===== config.mk =====
export PLATFORM = sky130hd
export DESIGN_NAME = hazard_stall_controller
export DESIGN_NICKNAME = d
export VERILOG_FILES = /design/src/rtl/cpu_pkg.sv /design/src/rtl/hazard_detect.sv /design/src/rtl/hazard_stall_controller.sv
export SDC_FILE = /design/constraint.sdc
export NUM_CORES = 1
export LEC_CHECK = 0
export ABC_AREA = 1
export BUFFER_PORTS_ARGS = -buffer_cell sky130_fd_sc_hd__buf_4
export CORE_ASPECT_RATIO = 1.5
export CORE_MARGIN = 2
export CORE_UTILIZATION = 40
export CTS_CLUSTER_DIAMETER = 120
export CTS_CLUSTER_SIZE = 8
export DETAILED_ROUTE_END_ITERATION = 12
export PLACE_DENSITY = 0.87
export SETUP_SLACK_MARGIN = 0.3
export SLEW_MARGIN = 40
export SYNTH_ARGS = -nofsm -noshare
export SYNTH_HDL_FRONTEND = slang
export SYNTH_SLANG_ARGS = --single-unit

===== constraint.sdc =====
create_clock -name clk -period 3.4 [get_ports clk]
set_input_delay 0.34 -clock clk [delete_from_list [all_inputs] [get_ports clk]]
set_output_delay 0.34 -clock clk [all_outputs]
set_load 0.05 [all_outputs]

===== src/rtl/cpu_pkg.sv =====
// rtl/cpu_pkg.sv - shared types and constants for the hazard stall controller
//
// Purpose : FSM state type, zero-register index, A64 opcode constants for the
//           instructions the hazard logic cares about, and a register-match helper.
// Ports   : none (package).
// Config  : HAZARD_PERF_EN is consumed by hazard_stall_controller, not here.
package cpu_pkg;

    typedef enum logic {
        S_RUN   = 1'b0,
        S_STALL = 1'b1
    } hz_state_t;

    localparam logic [4:0]  REG_ZR    = 5'd31;

    // Primary opcode fields as decoded in ID.
    localparam logic [10:0] OP_LDUR   = 11'h7C2;
    localparam logic [10:0] OP_STUR   = 11'h7C0;
    localparam logic [7:0]  OP_CBZ    = 8'hB4;
    localparam logic [10:0] OP_BR     = 11'h6B0;

    // A producer/consumer pair conflicts only when the comparison is active and
    // the register is not XZR, which reads as zero and is never written.
    function automatic logic reg_hit(input logic [4:0] src,
                                     input logic [4:0] dst,
                                     input logic       active);
        return active && (src == dst) && (src != REG_ZR);
    endfunction

endpackage


===== src/rtl/hazard_detect.sv =====
// rtl/hazard_detect.sv - combinational load-hazard comparators
//
// Purpose : Flags the three hazards forwarding cannot cover.
// Ports   : id_*            - ID-stage instruction fields and use flags
//           ex_mem_read_i/ex_rd_i   - EX holds an LDUR and its destination
//           mem_mem_read_i/mem_rd_i - MEM holds an LDUR and its destination
//           lu_hit_o  - ALU/STUR in ID reads the load in EX
//           cbz_ex_o  - CBZ/BR in ID reads the load in EX
//           cbz_mem_o - CBZ/BR in ID reads the load in MEM
module hazard_detect
    import cpu_pkg::*;
(
    input  logic       id_valid_i,
    input  logic [4:0] id_rn_i,
    input  logic [4:0] id_rm_i,
    input  logic [4:0] id_rd_i,
    input  logic       id_uses_rn_i,
    input  logic       id_uses_rm_i,
    input  logic       cbz_or_br_i,
    input  logic       ex_mem_read_i,
    input  logic [4:0] ex_rd_i,
    input  logic       mem_mem_read_i,
    input  logic [4:0] mem_rd_i,
    output logic       lu_hit_o,
    output logic       cbz_ex_o,
    output logic       cbz_mem_o
);

    logic rn_active;
    logic rm_active;
    logic rd_active;

    assign rn_active = id_valid_i && id_uses_rn_i;
    assign rm_active = id_valid_i && id_uses_rm_i;
    // CBZ tests Rd and BR jumps through Rd, so both read it in ID.
    assign rd_active = id_valid_i && cbz_or_br_i;

    assign lu_hit_o  = ex_mem_read_i &&
                       (reg_hit(id_rn_i, ex_rd_i, rn_active) ||
                        reg_hit(id_rm_i, ex_rd_i, rm_active));
    assign cbz_ex_o  = ex_mem_read_i  && reg_hit(id_rd_i, ex_rd_i,  rd_active);
    assign cbz_mem_o = mem_mem_read_i && reg_hit(id_rd_i, mem_rd_i, rd_active);

endmodule


===== src/rtl/hazard_stall_controller.sv =====
// rtl/hazard_stall_controller.sv - load-hazard stall sequencer and branch flush control
//
// Purpose : Stalls PC and IF/ID and bubbles ID/EX for N cycles on a load hazard,
//           and flushes IF/ID when an ID branch resolves taken.
// Ports   : clk, rst (sync, active high); ID/EX/MEM hazard inputs;
//           pc_write, if_id_write, id_ex_bubble, if_id_flush pipeline controls;
//           stall_cycles, flush_count performance counters.
// Config  : HAZARD_PERF_EN - when defined, stall_cycles/flush_count are saturating
//           counters; otherwise both ports read 0 and no counter flops exist.
module hazard_stall_controller
    import cpu_pkg::*;
#(
    parameter int LU_BUBBLES  = 1,
    parameter int CBZ_BUBBLES = 2
)
(
    input  logic        clk,
    input  logic        rst,
    input  logic        id_valid,
    input  logic [4:0]  id_Rn,
    input  logic [4:0]  id_Rm,
    input  logic [4:0]  id_Rd,
    input  logic        id_uses_rn,
    input  logic        id_uses_rm,
    input  logic        cbz_or_br,
    input  logic        br_taken,
    input  logic        ex_mem_read,
    input  logic [4:0]  ex_Rd,
    input  logic        mem_mem_read,
    input  logic [4:0]  mem_Rd,
    output logic        pc_write,
    output logic        if_id_write,
    output logic        id_ex_bubble,
    output logic        if_id_flush,
    output logic [31:0] stall_cycles,
    output logic [31:0] flush_count
);

    if (LU_BUBBLES < 1 || LU_BUBBLES > 3) begin : g_bad_lu
        $error("hazard_stall_controller: LU_BUBBLES must be 1..3");
    end
    if (CBZ_BUBBLES < 1 || CBZ_BUBBLES > 3) begin : g_bad_cbz
        $error("hazard_stall_controller: CBZ_BUBBLES must be 1..3");
    end

    localparam logic [1:0] LU_N      = 2'(LU_BUBBLES);
    localparam logic [1:0] CBZ_EX_N  = 2'(CBZ_BUBBLES);
    localparam logic [1:0] CBZ_MEM_N = 2'(CBZ_BUBBLES - 1);

    logic      lu_hit;
    logic      cbz_ex;
    logic      cbz_mem;
    logic [1:0] need_n;
    logic      stall;
    logic      flush;

    hz_state_t  state_q;
    logic [1:0] cnt_q;

    hazard_detect u_detect (
        .id_valid_i     (id_valid),
        .id_rn_i        (id_Rn),
        .id_rm_i        (id_Rm),
        .id_rd_i        (id_Rd),
        .id_uses_rn_i   (id_uses_rn),
        .id_uses_rm_i   (id_uses_rm),
        .cbz_or_br_i    (cbz_or_br),
        .ex_mem_read_i  (ex_mem_read),
        .ex_rd_i        (ex_Rd),
        .mem_mem_read_i (mem_mem_read),
        .mem_rd_i       (mem_Rd),
        .lu_hit_o       (lu_hit),
        .cbz_ex_o       (cbz_ex),
        .cbz_mem_o      (cbz_mem)
    );

    // Largest bubble requirement among the hazards present this cycle.
    always_comb begin
        need_n = 2'd0;
        if (lu_hit && (LU_N > need_n)) begin
            need_n = LU_N;
        end
        if (cbz_ex && (CBZ_EX_N > need_n)) begin
            need_n = CBZ_EX_N;
        end
        if (cbz_mem && (CBZ_MEM_N > need_n)) begin
            need_n = CBZ_MEM_N;
        end
    end

    // The first stall cycle comes straight from detection; S_STALL covers the rest.
    assign stall = (state_q == S_STALL) || (need_n != 2'd0);
    // A stalled branch has stale operands, so it must not flush; it resolves again later.
    assign flush = br_taken && id_valid && !stall;

    // During reset every control is forced high so the pipeline clears to NOPs.
    assign pc_write     = rst || !stall;
    assign if_id_write  = rst || !stall;
    assign id_ex_bubble = rst || stall;
    assign if_id_flush  = rst || flush;

    // cnt_q holds the stall cycles still owed after the current one.
    always_ff @(posedge clk) begin
        if (rst) begin
            state_q <= S_RUN;
            cnt_q   <= 2'd0;
        end else begin
            case (state_q)
                S_RUN: begin
                    if (need_n > 2'd1) begin
                        state_q <= S_STALL;
                        cnt_q   <= need_n - 2'd1;
                    end
                end
                S_STALL: begin
                    cnt_q <= cnt_q - 2'd1;
                    if (cnt_q == 2'd1) begin
                        state_q <= S_RUN;
                    end
                end
                default: begin
                    state_q <= S_RUN;
                    cnt_q   <= 2'd0;
                end
            endcase
        end
    end

`ifdef HAZARD_PERF_EN
    logic [31:0] stall_cycles_q;
    logic [31:0] flush_count_q;

    always_ff @(posedge clk) begin
        if (rst) begin
            stall_cycles_q <= 32'd0;
            flush_count_q  <= 32'd0;
        end else begin
            if (stall && (stall_cycles_q != 32'hFFFF_FFFF)) begin
                stall_cycles_q <= stall_cycles_q + 32'd1;
            end
            if (flush && (flush_count_q != 32'hFFFF_FFFF)) begin
                flush_count_q <= flush_count_q + 32'd1;
            end
        end
    end

    assign stall_cycles = stall_cycles_q;
    assign flush_count  = flush_count_q;
`else
    assign stall_cycles = 32'd0;
    assign flush_count  = 32'd0;
`endif

endmodule

==> results of run 1 <==
-- placed cells by master, fill, tap and decap left out --
cell type and n:
inv_2 2, nand3_2 1, nor2_2 2, nand4_1 2, nand2_2 1, nor3_1 2, ha_1 2, a21oi_2 1
conb_1 64, or2_1 2, clkbuf_1 1, dfxtp_1 3, nand3_1 6, nand2_1 38, o21ai_2 1, xor2_1 6
o21ai_0 4, nor2_1 7, clkbuf_8 3, xnor2_1 5, a21oi_1 2, nand2_4 2, o21bai_1 1, inv_1 15
buf_4 37
-- cells by family after synthesis --
family,after synthesis,share of synthesized area [%]
DFF,3,5.575
AOI/OAI and AO/OA,9,5.111
xor gates and xnor gates,11,8.943
adders and majority gates,2,2.323
other,1,0.3481
buffers and inverters,82,51.22
and+or+nand+nor,63,26.48
-- final cells by class --
class | instances | area share (%)
Sequential cell | 3 | 5.026
Clock buffer | 4 | 3.770
Inverter | 17 | 5.340
Timing Repair Buffer | 37 | 23.25
Multi-Input combinational cell | 149 | 58.74
Tap cell | 37 | 3.874
-- per-stage QoR --
stage | utilization (%) | total power, uW | cells | setup slack, ps
6_report | 45.63 | 386.6 | 247 | 1368
5_1_grt | 45.63 | 410.4 | 247 | 1211
4_1_cts | 45.63 | 389.1 | 247 | 1348
3_5_place_dp | 43.91 | 278.0 | 243 | 1354
3_3_place_gp | 43.91 | 276.5 | 243 | 1417
2_1_floorplan | - | 289.3 | 234 | 898.3
-- state kept, by name (all words and copies together) (netlist names) --
name     count
cnt_q        2
state_q      1
-- tightest hold or removal path, cell delays in order --
cell and delay, ps:
buf_4 80, a21oi_1 40, o21ai_2 40, inv_1 30
-- worst max path at each step --
stage,startpoint,to,slack [ps],cells past startpoint
floorplan,ex_Rd[2],if_id_flush,900,8
global placement,ex_Rd[2],if_id_flush,1420,16
detailed placement,ex_Rd[2],if_id_flush,1350,16
CTS,ex_Rd[2],if_id_flush,1350,16
global route,id_valid,if_id_flush,1210,11
finish,ex_Rd[2],if_id_flush,1370,16
-- where the power goes --
part / internal [uW] / switching (uW)
clock network: 80.3 / 27.8
registers: 35.9 / 0.385
logic: 45.0 / 197
total: 161 / 225
-- metal layers --
layer	vias up	GRT usage (%)	wire length, um
met5	-	0	0
met4	0	9.643	52
met3	5	1.337	242
met2	66	24.65	1100
met1	387	12.48	654
li1	468	-	-
==> impl_metrics.env, run 1 <==
export IMPL_syn_area_um2=1077
export IMPL_cp_data_arrival_time_ps=1690
export IMPL_vias=926
export IMPL_post_cts_resize_count=0
export IMPL_yosys_warnings=0
export IMPL_syn_inst=171
export IMPL_cts_setup_buffers=0
export IMPL_cts_tree="done"
export IMPL_synthArstFlopShare_pct=0
export IMPL_vdd_drop_max_v=0.0001208
export IMPL_slew_viol_final=0
export IMPL_antenna_found_initial=0
export IMPL_start_util_pct=41.14
export IMPL_dp_hpwl_mm=1.827
export IMPL_crit_top_cell="nand2_1"
export IMPL_synth_area_leader_cell="buf_4"
export IMPL_synth_cell_type_count=23
export IMPL_n_antenna_cell=0
export IMPL_slowest_delay_ps=230
export IMPL_hold_viol=0
export IMPL_synth_area_leaders="buf_4 (45%), nand2_1 (13%), dfxtp_1 (5.6%)"
export IMPL_min_to="cnt_q[0]"
export IMPL_path_buf_inv=4
export IMPL_final_nets=247
export IMPL_grt_start_max_net_pins=6
export IMPL_syn_avg_cell_area_um2=6.300
export IMPL_skew_ps=1.332
export IMPL_p_per_area_nw_per_um2=323.5
export IMPL_dpl_instance_area_um2=1150
export IMPL_htree_levels=1
export IMPL_power_leakage_uw=0.0007428
export IMPL_fin_area_um2=1195
export IMPL_register_area_um2=60.06
export IMPL_synth_common_cells="buf_4 (65), nand2_1 (38), inv_1 (15), nor2_1 (7)"
export IMPL_path_cells="buf_4 -> inv_1 -> nand2_1 -> nand2_1 -> inv_1 -> nand2_1 -> nor2_1 -> nand3_1 -> nand2_1 -> nand2_1 -> nand2_1 -> nand2_1 -> ha_1 -> nand2_1 -> o21ai_0 -> buf_4"
export IMPL_slowest_stage="buf_4"
export IMPL_routed_via_density=3.749
export IMPL_worstPathRequired_ps=3060
export IMPL_ys_ff_latch=3
export IMPL_clock_fmax_ghz=0.4920
export IMPL_rsz0062_at_grt="no"
export IMPL_dr_pass1_iters=2
export IMPL_remaining_drc_errors=0
export IMPL_worstSetupPathType="in2out"
export IMPL_status="complete, no violations"
export IMPL_clockBufferDepth=2
export IMPL_syn_to_final_growth_pct=10.92
export IMPL_die_area_um2=3133
export IMPL_drt_initial_drc_count=12
export IMPL_multi_input_comb_area_um2=701.9
export IMPL_synth_edf_count=0
export IMPL_synth_top_area_share_pct=45.30
export IMPL_dieHeight_um=67.56
export IMPL_grt_pass1_wl_mm=2.960
export IMPL_period_minus_slack_ps=2032
export IMPL_setup_violations_final=0
export IMPL_fill_cells=284
export IMPL_ios=102
export IMPL_cts_made_buffers=3
export IMPL_r2r_end="cnt_q[1]"
export IMPL_routed_wl_mm=2.048
export IMPL_cts_sinks=3
export IMPL_hold_depth=4
export IMPL_gp_congestion=0.8229
export IMPL_gr_total_overflow=0
export IMPL_r2r_cells=6
export IMPL_grt_pass1_vias=744
export IMPL_grtUsageTotal_pct=13.23
export IMPL_fp_row_count=23
export IMPL_cp_start_kind="primary input"
export IMPL_coreArea_um2=2619
export IMPL_hold_slack_ps=362.6
export IMPL_insertion_delay_ps=220
export IMPL_reg2reg_slack_ps=2320
export IMPL_drive_gt1_share_pct=23.81
export IMPL_ant_nets=0
export IMPL_maxCapViolCount=0
export IMPL_yosysMostFrequentCell="buf_4"
export IMPL_hp_class="in2reg"
export IMPL_r2r_start="cnt_q[1]"
export IMPL_seq_area_frac_synth_pct=5.575
export IMPL_ctsHoldBuffers=0
export IMPL_period_share_pct=59.78
export IMPL_cp_max_fo=4
export IMPL_synth_flop_cell="dfxtp_1"
export IMPL_wl_per_cell_um=8.291
export IMPL_tns_ps=0
export IMPL_clk_pin_slew_worst_paths_ps=30
export IMPL_root_buffer="clkbuf_8"
export IMPL_die_x_um=46.38
export IMPL_cp_top_family="simple AND/OR/NAND/NOR gates"
export IMPL_worstHoldStart="rst"
export IMPL_io_buffers=37
export IMPL_endpoint_kind="primary output"
Note: power is estimated with default switching activity, not from simulation.
==> inputs of run 2 (changes only) <==
--- a/config.mk
+++ b/config.mk
@@ -9,11 +9,11 @@
 export BUFFER_PORTS_ARGS = -buffer_cell sky130_fd_sc_hd__buf_4
 export CORE_ASPECT_RATIO = 1.5
 export CORE_MARGIN = 2
-export CORE_UTILIZATION = 40
+export CORE_UTILIZATION = 37
 export CTS_CLUSTER_DIAMETER = 120
 export CTS_CLUSTER_SIZE = 8
 export DETAILED_ROUTE_END_ITERATION = 12
-export PLACE_DENSITY = 0.87
+export PLACE_DENSITY = 0.81
 export SETUP_SLACK_MARGIN = 0.3
 export SLEW_MARGIN = 40
 export SYNTH_ARGS = -nofsm -noshare
==> constraint.sdc (replaced) <==
create_clock -name clk -period 2.08 [get_ports clk]
set_input_delay 0.208 -clock clk [delete_from_list [all_inputs] [get_ports clk]]
set_output_delay 0.208 -clock clk [all_outputs]
set_load 0.05 [all_outputs]
==> run 2 against run 1 <==
  * Critical path type unchanged
  * Via count unchanged
  * Combinational power increased by 67%
  * Largest cell class unchanged
  * Count of clock-buffer cells in the layout did not move
  * Routed wire length fell by 5.9%
  * Global-route usage shrank 2.0 points
  * Power increased by 63%
  * First-iteration DRC count is 75% lower
==> impl_metrics.env, run 2 (synthesis results as in run 1) <==
export IMPL_status="complete, no violations"
export IMPL_worstPathRequired_ps=1870
export IMPL_crit_top_cell="nand2_2"
export IMPL_worstSetupPathType="in2out"
export IMPL_root_buffer="clkbuf_8"
export IMPL_cp_start_kind="primary input"
export IMPL_fp_row_count=24
export IMPL_coreArea_um2=2853
export IMPL_n_antenna_cell=0
export IMPL_pwr_share_seq_pct=9.4
export IMPL_vdd_drop_max_v=0.0004203
export IMPL_fin_area_um2=1255
export IMPL_dpl_instance_area_um2=1159
export IMPL_routed_wl_mm=1.928
export IMPL_p_sw_uw=360.9
export IMPL_cp_data_arrival_time_ps=1450
export IMPL_grtUsageTotal_pct=11.24
export IMPL_ctsHoldBuffers=0
export IMPL_die_x_um=48.06
export IMPL_hp_class="in2reg"
export IMPL_dp_hpwl_mm=1.747
export IMPL_cts_sinks=3
export IMPL_tns_ps=0
export IMPL_drive_gt1_share_pct=27.62
export IMPL_intPower_uw=268.4
export IMPL_final_cell_mix="conb_1 (64), nand2_1 (35), buf_4 (34), inv_1 (14), nor2_1 (7)"
export IMPL_clockBufferDepth=2
export IMPL_hold_viol=0
export IMPL_skew_ps=1.918
export IMPL_vias=926
export IMPL_grt_pass1_wl_mm=2.918
export IMPL_final_nets=247
export IMPL_power_leakage_uw=0.0007609
export IMPL_ios=102
export IMPL_combPwrFrac_pct=64.3
export IMPL_cts_tree="done"
export IMPL_endpoint_kind="primary output"
export IMPL_setup_violations_final=0
export IMPL_dieHeight_um=70.09
export IMPL_slowest_stage="buf_6"
export IMPL_io_buffers=37
export IMPL_final_common_cell="conb_1"
export IMPL_die_area_um2=3368
export IMPL_htree_levels=1
export IMPL_p_sw_share_pct=57.35
export IMPL_wl_per_cell_um=7.743
export IMPL_remaining_drc_errors=0
export IMPL_path_cells="buf_4 -> xnor2_2 -> nand3_2 -> nor2_4 -> nand2_4 -> nand2_2 -> ha_4 -> nand2_2 -> o21ai_2 -> buf_6"
export IMPL_regMostFlops="cnt_q"
export IMPL_slowest_delay_ps=170
export IMPL_gr_total_overflow=0
export IMPL_antenna_found_initial=0
export IMPL_cp_max_fo=5
export IMPL_largest_register_ffs=2
export IMPL_fill_cells=324
export IMPL_slew_viol_final=0
export IMPL_rsz0062_at_grt="no"
export IMPL_period_share_pct=79.85
export IMPL_power_frac_clock_pct=26.2
export IMPL_syn_to_final_growth_pct=16.49
export IMPL_grt_pass1_vias=741
export IMPL_drt_initial_drc_count=3
export IMPL_reg_top3="cnt_q (2), state_q (1)"
export IMPL_maxCapViolCount=0
export IMPL_ant_nets=0
export IMPL_p_per_area_nw_per_um2=501.4
export IMPL_clk_pin_slew_worst_paths_ps=30
export IMPL_start_util_pct=37.76
export IMPL_dr_pass1_iters=4
export IMPL_cts_setup_buffers=0
export IMPL_post_cts_resize_count=0
export IMPL_insertion_delay_ps=210
export IMPL_final_cells=249
export IMPL_routed_via_density=3.719
export IMPL_cts_made_buffers=3
export IMPL_dp_cells=245
export IMPL_period_minus_slack_ps=1661
export IMPL_clock_fmax_ghz=0.6021
export IMPL_gp_congestion=0.7336
export IMPL_grt_start_max_net_pins=6
run 2: layout make-up:
type | count | area, um2 | share of cell area, %
Timing Repair Buffer | 37 | 289.0 | 23.03
Clock buffer | 4 | 45.04 | 3.589
Tap cell | 39 | 48.80 | 3.888
Multi-Input combinational cell | 149 | 745.7 | 59.42
Sequential cell | 3 | 60.06 | 4.786
Inverter | 17 | 66.31 | 5.284
run 2: layer usage:
layer / wire length [um] / track usage (%) / vias to the layer above
li1: - / - / 470
met1: 609 / 11.48 / 394
met2: 1076 / 21.48 / 62
met3: 242 / 2.584 / 0
met4: 0 / 1.802 / 0
met5: 0 / 0 / -
run 2: final timing paths:
| kind | start | to | slack [ps] | cells past startpoint |
|---|---|---|---|---|
| max | ex_Rd[2] | if_id_flush | 420 | 10 |
| min | rst | cnt_q[0] | 240 | 4 |
| max reg2reg | cnt_q[0] | cnt_q[1] | 1040 | 5 |
| min reg2reg | state_q | state_q | 500 | 1 |
run 2: worst max-delay path, delay by kind of cell:
family                   cells  cell delay, ps
AND/OR/NAND/NOR              5             490
buffers and inverters        2             310
XOR/XNOR                     1             160
AO/OA/AOI/OAI                1             150
adder cells (fa/ha/maj)      1             140
run 2: power groups by stage:
stage                     clock network (uW)  registers (uW)  logic, uW
final                                    165            59.3        405
after global routing                     179            59.3        431
after CTS                                170            59.2        396
after detailed placement                   0            60.0        396
after global placement                     0            60.0        394
after floorplan                            0            59.9        414
run 2: stage by stage:
step	total power (uW)	hold WS, ps	utilization, %	setup slack [ps]
final	629.3	244.8	43.99	419.1
after global placement	454.4	451.2	40.61	385.8
after CTS	625.1	241.5	42.19	346.8
after floorplan	474.3	351.3	-	397.7
after detailed placement	455.8	460.8	40.61	354.9
after global routing	669.8	267.2	43.99	310.2
==> inputs of run 3 (changes only) <==
--- a/config.mk
+++ b/config.mk
@@ -5,11 +5,11 @@
 export SDC_FILE = /design/constraint.sdc
 export NUM_CORES = 1
 export LEC_CHECK = 0
-export ABC_AREA = 1
+export ABC_AREA = 0
 export BUFFER_PORTS_ARGS = -buffer_cell sky130_fd_sc_hd__buf_4
 export CORE_ASPECT_RATIO = 1.5
 export CORE_MARGIN = 2
-export CORE_UTILIZATION = 37
+export CORE_UTILIZATION = 35
 export CTS_CLUSTER_DIAMETER = 120
 export CTS_CLUSTER_SIZE = 8
 export DETAILED_ROUTE_END_ITERATION = 12
==> constraint.sdc (replaced) <==
create_clock -name clk -period 1.6 [get_ports clk]
set_input_delay 0.16 -clock clk [delete_from_list [all_inputs] [get_ports clk]]
set_output_delay 0.16 -clock clk [all_outputs]
set_load 0.05 [all_outputs]
==> run 3 against run 2 <==
  * The flow now finishes with violations (setup timing)
  * Synthesized area decreased by 11%
  * Critical path depth decreased by 1
  * Non-clock buffer count increased by 9
  * Critical path type unchanged
  * Largest cell class unchanged
  * Highest routed layer is now met4
==> impl_metrics.env, run 3 <==
export IMPL_cp_max_fo=3
export IMPL_final_common_cell="conb_1"
export IMPL_setup_ws_ps=-335.3
export IMPL_synthArstFlopShare_pct=0
export IMPL_slowest_delay_ps=280
export IMPL_coreArea_um2=2648
export IMPL_cp_start_kind="primary input"
export IMPL_insertion_delay_ps=220
export IMPL_die_area_um2=3174
export IMPL_root_buffer="clkbuf_8"
export IMPL_wl_per_cell_um=10.04
export IMPL_violations="setup timing"
export IMPL_htree_levels=1
export IMPL_remaining_drc_errors=0
export IMPL_worstPathRequired_ps=1440
export IMPL_status="finished, violations left"
export IMPL_rsz0062_at_grt="yes"
export IMPL_grt_pass1_wl_mm=2.808
export IMPL_final_cells=207
export IMPL_slew_viol_final=0
export IMPL_hold_depth=2
export IMPL_grt_pass1_vias=694
export IMPL_path_cells="buf_6 -> xor2_1 -> nor4_1 -> nand4_1 -> a21o_1 -> ha_4 -> nor2b_4 -> or2_4 -> buf_8"
export IMPL_vias=793
export IMPL_ys_ff_latch=3
export IMPL_cp_top_family="simple AND/OR/NAND/NOR gates"
export IMPL_r2r_start="cnt_q[0]"
export IMPL_final_cell_mix="conb_1 (64), buf_4 (33), xor2_1 (7), buf_6 (7)"
export IMPL_regMostFlops="cnt_q"
export IMPL_register_area_um2=60.06
export IMPL_dr_pass1_iters=4
export IMPL_synth_cell_type_count=26
export IMPL_r2r_cells=2
export IMPL_fp_row_count=23
export IMPL_period_minus_slack_ps=1935
export IMPL_multi_input_comb_area_um2=737.0
export IMPL_hold_viol=0
export IMPL_dieHeight_um=68.01
export IMPL_synth_edf_count=0
export IMPL_synth_area_leaders="buf_4 (51%), xnor2_1 (11%), xor2_1 (7.3%)"
export IMPL_power_total_uw=849.3
export IMPL_min_to="state_q"
export IMPL_syn_avg_cell_area_um2=7.835
export IMPL_synth_flop_cell="dfxtp_1"
export IMPL_tns_ps=-1590
export IMPL_io_buffers=37
export IMPL_synth_area_leader_cell="buf_4"
export IMPL_fill_cells=274
export IMPL_clock_fmax_ghz=0.5167
export IMPL_gp_congestion=0.7171
export IMPL_worstSetupPathType="in2out"
export IMPL_largest_register_ffs=2
export IMPL_yosys_warnings=0
export IMPL_clockBufferDepth=2
export IMPL_grt_start_max_net_pins=9
export IMPL_skew_ps=0.1945
export IMPL_p_per_area_nw_per_um2=647.0
export IMPL_cts_tree="done"
export IMPL_ctsHoldBuffers=0
export IMPL_cts_made_buffers=3
export IMPL_synth_common_cells="buf_4 (65), xnor2_1 (12), xor2_1 (8)"
export IMPL_dp_cells=199
export IMPL_cp_data_arrival_time_ps=1780
export IMPL_die_x_um=46.67
export IMPL_gr_total_overflow=0
export IMPL_drt_initial_drc_count=16
export IMPL_cts_sinks=3
export IMPL_drive_gt1_share_pct=38.82
export IMPL_path_buf_inv=2
export IMPL_syn_inst=122
export IMPL_slowest_stage="nor4_1"
export IMPL_period_share_pct=121.0
export IMPL_grtUsageTotal_pct=12.55
export IMPL_final_nets=207
export IMPL_seq_area_frac_synth_pct=6.283
export IMPL_clk_pin_slew_worst_paths_ps=30
export IMPL_start_util_pct=36.11
export IMPL_ant_nets=0
export IMPL_r2r_end="cnt_q[1]"
export IMPL_endpoint_kind="primary output"
export IMPL_maxCapViolCount=0
export IMPL_dp_hpwl_mm=1.632
export IMPL_reg_top3="cnt_q (2), state_q (1)"
export IMPL_routed_wl_mm=2.079
export IMPL_synth_top_area_share_pct=51.05
export IMPL_place_ws_ps=-421.8
export IMPL_routed_via_density=3.831
export IMPL_setup_violations_final=6
export IMPL_yosysMostFrequentCell="buf_4"
export IMPL_syn_to_final_growth_pct=37.30
export IMPL_syn_area_um2=955.9
export IMPL_worstHoldStart="rst"
export IMPL_hp_class="in2reg"
export IMPL_reg2reg_slack_ps=530
export IMPL_n_antenna_cell=0
export IMPL_vdd_drop_max_v=0.0003418
export IMPL_power_leakage_uw=0.0006759
export IMPL_ios=102
export IMPL_antenna_found_initial=0
-- run 3: cell count changes after synthesis, moves of 2 or more --
cell | previous run | this run
nand2_1 | 38 | 1
inv_1 | 15 | 1
nor2_1 | 7 | 0
xnor2_1 | 5 | 12
nand3_1 | 6 | 2
a211oi_1 | 0 | 3
and4_1 | 0 | 3
nor4_1 | 0 | 3
o21ai_0 | 4 | 1
a21oi_1 | 2 | 0
nand2_4 | 2 | 0
nor2b_1 | 0 | 2
or2_1 | 2 | 0
xor2_1 | 6 | 8
-- run 3: through the flow --
step | instance area, um2 | util, % | hold WS (ps)
finish | 1313 | 49.57 | 159.4
global route | 1313 | 49.57 | 171.1
CTS | 1284 | 48.49 | 152.6
detailed placement | 1079 | 40.74 | 384.7
global placement | 1079 | 40.74 | 379.2
floorplan | 1212 | - | 226.9
-- run 3: metal layers --
metal,GRT usage [%],part of all wire [%],vias up
met5,0,0,-
li1,-,-,371
met3,0.2639,12,2
met2,25.69,55,74
met1,10.87,31,346
met4,8.333,1.4,0
-- run 3: cell families (layout without fill, tap and decap cells) --
family	after synthesis	count (layout)	share of synthesized area, %
xor+xnor	20	20	18.32
compound gates	8	8	6.283
buf+inv	67	52	51.83
mux	1	1	1.178
fa+ha+maj	2	2	2.617
simple gates	20	20	13.09
other cells	1	64	0.3923
flops	3	3	6.283
-- run 3: worst max-delay path by stage --
stage                     depth (start not counted)  slack [ps]           to  startpoint
final                                             9        -340  if_id_write    id_Rd[0]
after global routing                             10        -390  if_id_write    ex_Rd[1]
after CTS                                        10        -330     pc_write    id_Rd[0]
after detailed placement                         10        -420     pc_write    ex_Rd[3]
after global placement                           10        -380  if_id_write    ex_Rd[3]
after floorplan                                   8        -180     pc_write    id_Rd[0]
-- run 3: report_power, final --
group          switching (uW)  internal [uW]
logic                     414            127
clock network            60.6            171
registers               0.749           76.1
total                     475            374
-- run 3: layout make-up --
type | count | area share [%]
clock buffer | 4 | 3.432
multi-input combinational | 115 | 56.15
tap | 37 | 3.527
inverter | 2 | 0.5720
sequential | 3 | 4.576
timing repair buffer | 46 | 31.74
-- run 3: timing repair --
action / CTS / global route
setup endpoints to repair: 6 / 7
pin swaps: 19 / 10
buffers inserted: 4 / 0
resized for setup: 25 / 6
-- run 3: worst register-to-register path: cells and delay by family (launching register included) --
kind,cells,cell delay (ps)
DFF,1,320
AOI/OAI and AO/OA,1,320
adders and majority gates,1,310
